==> config.mk <==
export PLATFORM = sky130hd
export DESIGN_NAME = serial_equality_controller
export DESIGN_NICKNAME = d
export VERILOG_FILES = /design/src/rtl/serial_equality_controller.sv
export SDC_FILE = /design/constraint.sdc
export NUM_CORES = 1
export LEC_CHECK = 0
export CAP_MARGIN = 30
export CORE_MARGIN = 1.5
export CORE_UTILIZATION = 45
export CTS_CLUSTER_DIAMETER = 120
export DETAILED_ROUTE_END_ITERATION = 10
export PLACE_DENSITY_LB_ADDON = 0.3
export RECOVER_POWER = 50
export SYNTH_ARGS = -nofsm -noshare
export SYNTH_HDL_FRONTEND = slang
export SYNTH_SLANG_ARGS = --single-unit
==> constraint.sdc <==
create_clock -name clk -period 1.56 [get_ports clk]
set_input_delay 0.312 -clock clk [delete_from_list [all_inputs] [get_ports clk]]
set_output_delay 0.312 -clock clk [all_outputs]
set_load 0.05 [all_outputs]
==> src/rtl/serial_equality_controller.sv <==
// serial_equality_controller
//
// Compares two WIDTH-bit operands one bit at a time. The bit comparison
// itself is done by an external 1-bit equality comparator. The search
// starts at bit 0 and stops at the first differing bit.
//
// Ports:
//   clk         - system clock, rising-edge active
//   rst_n       - asynchronous active-low reset
//   start       - compare request, accepted only in IDLE
//   a, b        - operands, captured when start is accepted
//   cmp_a/cmp_b - bit pair driven to the external comparator (0 outside COMPARE)
//   cmp_eq      - combinational XNOR result returned by the comparator
//   busy        - high while in COMPARE
//   done        - one-cycle completion pulse (DONE state)
//   equal       - 1 when the operands were identical
//   mis_idx     - lowest differing bit position (0 when equal)
//   dbg_state_o - current FSM state, for observation only
//
// Handshake: start is a request with no ready signal. It is accepted on a
// rising edge only while the FSM is in IDLE. In COMPARE and DONE it is
// ignored and not queued. done pulses once per accepted request. equal and
// mis_idx stay valid from DONE until the next accepted start.
module serial_equality_controller #(
  parameter int WIDTH = 5,
  parameter int IDXW  = 3
) (
  input  logic             clk,
  input  logic             rst_n,
  input  logic             start,
  input  logic [WIDTH-1:0] a,
  input  logic [WIDTH-1:0] b,
  output logic             cmp_a,
  output logic             cmp_b,
  input  logic             cmp_eq,
  output logic             busy,
  output logic             done,
  output logic             equal,
  output logic [IDXW-1:0]  mis_idx,
  output logic [1:0]       dbg_state_o
);

  typedef enum logic [1:0] {
    IDLE    = 2'd0,
    COMPARE = 2'd1,
    DONE    = 2'd2
  } state_t;

  localparam logic [IDXW-1:0] LAST_IDX = IDXW'(WIDTH - 1);

  state_t           state_q, state_d;
  logic [WIDTH-1:0] a_q, a_d;
  logic [WIDTH-1:0] b_q, b_d;
  logic [IDXW-1:0]  k_q, k_d;
  logic             equal_q, equal_d;
  logic [IDXW-1:0]  mis_idx_q, mis_idx_d;

  always_ff @(posedge clk or negedge rst_n) begin
    if (!rst_n) begin
      state_q   <= IDLE;
      a_q       <= '0;
      b_q       <= '0;
      k_q       <= '0;
      equal_q   <= 1'b0;
      mis_idx_q <= '0;
    end else begin
      state_q   <= state_d;
      a_q       <= a_d;
      b_q       <= b_d;
      k_q       <= k_d;
      equal_q   <= equal_d;
      mis_idx_q <= mis_idx_d;
    end
  end

  always_comb begin
    state_d   = state_q;
    a_d       = a_q;
    b_d       = b_q;
    k_d       = k_q;
    equal_d   = equal_q;
    mis_idx_d = mis_idx_q;
    case (state_q)
      IDLE: begin
        if (start) begin
          a_d       = a;
          b_d       = b;
          k_d       = '0;
          equal_d   = 1'b0;
          mis_idx_d = '0;
          state_d   = COMPARE;
        end
      end
      COMPARE: begin
        if (!cmp_eq) begin
          // First differing bit found: stop early.
          equal_d   = 1'b0;
          mis_idx_d = k_q;
          state_d   = DONE;
        end else if (k_q == LAST_IDX) begin
          equal_d   = 1'b1;
          mis_idx_d = '0;
          state_d   = DONE;
        end else begin
          k_d = k_q + IDXW'(1);
        end
      end
      DONE: begin
        state_d = IDLE;
      end
      default: begin
        state_d = IDLE;
      end
    endcase
  end

  // The comparator outputs depend only on registers. This keeps the
  // external cmp_eq path free of combinational loops.
  always_comb begin
    busy  = 1'b0;
    done  = 1'b0;
    cmp_a = 1'b0;
    cmp_b = 1'b0;
    if (state_q == COMPARE) begin
      busy  = 1'b1;
      cmp_a = a_q[k_q];
      cmp_b = b_q[k_q];
    end
    if (state_q == DONE) begin
      done = 1'b1;
    end
  end

  assign equal       = equal_q;
  assign mis_idx     = mis_idx_q;
  assign dbg_state_o = state_q;

endmodule

==> metrics.md, run 1 <==
| Metric | Value |
|---|---|
| Status | finished with violations |
| Violated checks | negative setup slack |
| Die height | 49.3 um |
| Total CTS buffers | 3 |
| Final period util | 125% |
| Largest net degree at the start of global routing | 20 |
| Clk pin slew, worst setup/hold paths | 0.11 ns |
| Ratio of cells with drive above 1 in the final layout | 47.0% |
| Final setup vio count | 2 |
| Pre-CTS WS | -0.135 ns |
| DIE WIDTH | 49.3 um |
| Pwr/cell area | 1620 mW/mm2 |
| Area Overhead vs Synth | 56.0% |
| Peak supply drop | 1.30 mV |
| Critical Path RT | 1.25 ns |
| CORE AREA | 0.00198 mm2 |
| Max Slew Vio Count | 0 |
| Mean Syn Cell Area | 12.4 um2 |
| Area of the multi-input gates | 500 um2 |
| TritonCTS clock tree | done |
| Maximum clock path buffer count | 2 |
| Most frequent cells in the layout | dfrtp_1, clkdlybuf4s50_1, mux2_2, buf_12, buf_4 |
| Sequential cell area | 479 um2 |
| Post-Synth XOR/XNOR Area | 0% |
| Synth cell types | 25 |
| Post-synthesis mux area share | 15.8% |
| Largest family of logic cells by synthesized area | multiplexers |
| Simple-gate share of the synthesized area | 13.7% |
| Ant diodes | 0 |
| FMAX | 0.511 GHz |
| DR vias/cell | 5.16 |
| Worst slew pin tran | 1.00 ns |
| DR WL/cell | 14.6 um |
| Num rows | 16 |
| Remaining design rule violation count | 0 |
| Tot Pwr | 2.44 mW |
| Clock sinks | 19 |
| Worst slew margin | 33.3% |
| Post-Synth Adder-Cell Area | 2.59% |
| Critical path peak fanout | 5 |
| Port bufs | 23 |
| Clock period minus worst slack | 1.96 ns |
| Max stage delay cell, worst path | dfrtp_1 |
| Drt pass-1 iters | 4 |
| Initial antenna violation count | 0 |
| Vias in the first global route | 737 |
| Die area | 0.00243 mm2 |
| DP Wirelength | 1.40 mm |
| Synthesized cell area | 965 um2 |
| Root Driver | clkbuf_4 |
| Max-Cap Viols | 0 |
| Critical Path Start Type | flop |
| Hold Slack | 0.510 ns |
| HP Class | flop to flop |
| Total GRT Usage | 18.5% |
| Fin. Hold Viols | 0 |
| Fin util | 75.9% |
| I/O pins | 24 |
| Leak Pwr | 0.651 nW |
| Yosys warnings | 0 |
| GRT Residual Overflow | 0 |
| Final Skew | 0.00240 ns |
| Worst Setup End Kind | primary output |
| Cell chain of the critical path | buf_4 -> inv_1 -> nor2_1 -> a221oi_4 -> buf_12 |
| Most common cell after layout, fill and taps aside | dfrtp_1 |
| Via count | 733 |
| Mapped Cells | 78 |
| Antenna viol nets, final | 0 |
| Synth Net Count | 94 |
| Cts hold-fix bufs | 0 |
| H-tree depth | 1 |
| Worst skew pair latency | 0.30 ns |
| Drt total wl | 2.08 mm |
| Crit Path Category | flop to primary output |
| Number of filler cells placed in the layout | 118 |
| Sequential area share after synthesis | 49.3% |
| Delay-heaviest family, CP | buffers and inverters |
| Crit-path max cell delay | 0.44 ns |
| Nets | 132 |
| Initial Util | 48.7% |
| First-pass GRT wire length | 3.39 mm |
| Compound-Gate Fraction of Synth Area | 12.7% |
| Crit path DAT | 1.64 ns |
| Detailed Route Iter0 Violations | 11 |
| RSZ-0062 raised after global routing | yes |
| FF+latch count, synth | 19 |
| Final worst slack | -0.397 ns |
| Routability cong. | 0.799 |
| Crit path buffers/inverters | 3 |
sequential cells by signal, indices dropped and copies added, names as in the netlist:
| signal | flops |
|---|---|
| k_q | 3 |
| equal | 1 |
| mis_idx | 3 |
| a_q | 5 |
| b_q | 5 |
| dbg_state_o | 2 |
cell usage after synthesis (all sizes together):
master,n,share of area [%]
nand3,3,1.6
and4bb,2,2.6
ha,2,2.6
nand2b,2,2.1
o21bai,1,0.78
mux2i,4,4.2
o211ai,2,1.6
a22o,3,2.9
inv,4,1.6
dfrtp,19,49
nand2,4,1.6
nor2,5,1.9
buf,4,4.3
nor3b,1,1.9
a21boi,1,1.9
a221oi,2,1.8
a211oi,1,0.78
a21o,1,0.91
a21oi,4,2.1
or2,2,1.3
and2b,1,0.78
mux2,10,12
where the power goes:
| group | internal (mW) | total [mW] | switching, mW |
|---|---|---|---|
| registers | 0.655 | 0.787 | 0.132 |
| clock network | 0.0998 | 0.258 | 0.158 |
| logic | 0.718 | 1.39 | 0.677 |
| total | 1.47 | 2.44 | 0.966 |
logic make-up after synthesis:
group / after synthesis
AND/OR/NAND/NOR: 20
AO/OA/AOI/OAI: 15
adder cells (fa/ha/maj): 2
buffers and inverters: 8
flip-flops: 19
multiplexers: 14
layer usage:
metal	vias to the layer above	GRT usage (%)	wire, um
met1	358	25.6	906
met3	5	1.84	57
met5	-	0	0
met2	17	29.7	1080
met4	0	7.14	35
li1	353	-	-
cell type report:
type | count | share of cell area (%)
tap | 27 | 2.24
inverter | 4 | 1.41
clock buffer | 4 | 1.75
timing repair buffer | 37 | 29.5
sequential | 19 | 31.8
multi-input combinational | 51 | 33.3
repair_timing:
action,in CTS,in global routing
buffers inserted,4,2
setup endpoints to repair,5,6
gates resized for setup,3,8
pin swaps,1,2
per-stage QoR:
step / cell area, um2 / setup TNS [ns] / cells
3_5_place_dp: 1410 / -1.42 / 132
4_1_cts: 1470 / -0.789 / 140
6_report: 1510 / -0.761 / 142
3_3_place_gp: 1410 / -1.04 / 132
5_1_grt: 1510 / -1.12 / 142
2_1_floorplan: 1010 / -0.303 / 78
final timing paths:
check                                 from              to  slack, ns  depth (start not counted)
worst max-delay path                k_q[1]           cmp_a      -0.40                          5
worst min-delay path            mis_idx[1]      mis_idx[1]       0.51                          1
worst max register to register      k_q[0]      mis_idx[0]       0.01                          7
worst min register to register  mis_idx[1]      mis_idx[1]       0.51                          1
max in group asynchronous            rst_n  dbg_state_o[1]       0.22                          2
min in group asynchronous            rst_n      mis_idx[0]       0.68                          2
Note: power is estimated with default switching activity, not from simulation.
==> run 2: changes to the inputs <==
--- a/config.mk
+++ b/config.mk
@@ -8,7 +8,7 @@
 export CAP_MARGIN = 30
 export CORE_MARGIN = 1.5
 export CORE_UTILIZATION = 45
-export CTS_CLUSTER_DIAMETER = 120
+export CTS_CLUSTER_DIAMETER = 30
 export DETAILED_ROUTE_END_ITERATION = 10
 export PLACE_DENSITY_LB_ADDON = 0.3
 export RECOVER_POWER = 50
==> results of run 2 <==
No change in the layout: final DEF, timing and power equal those of run 1.
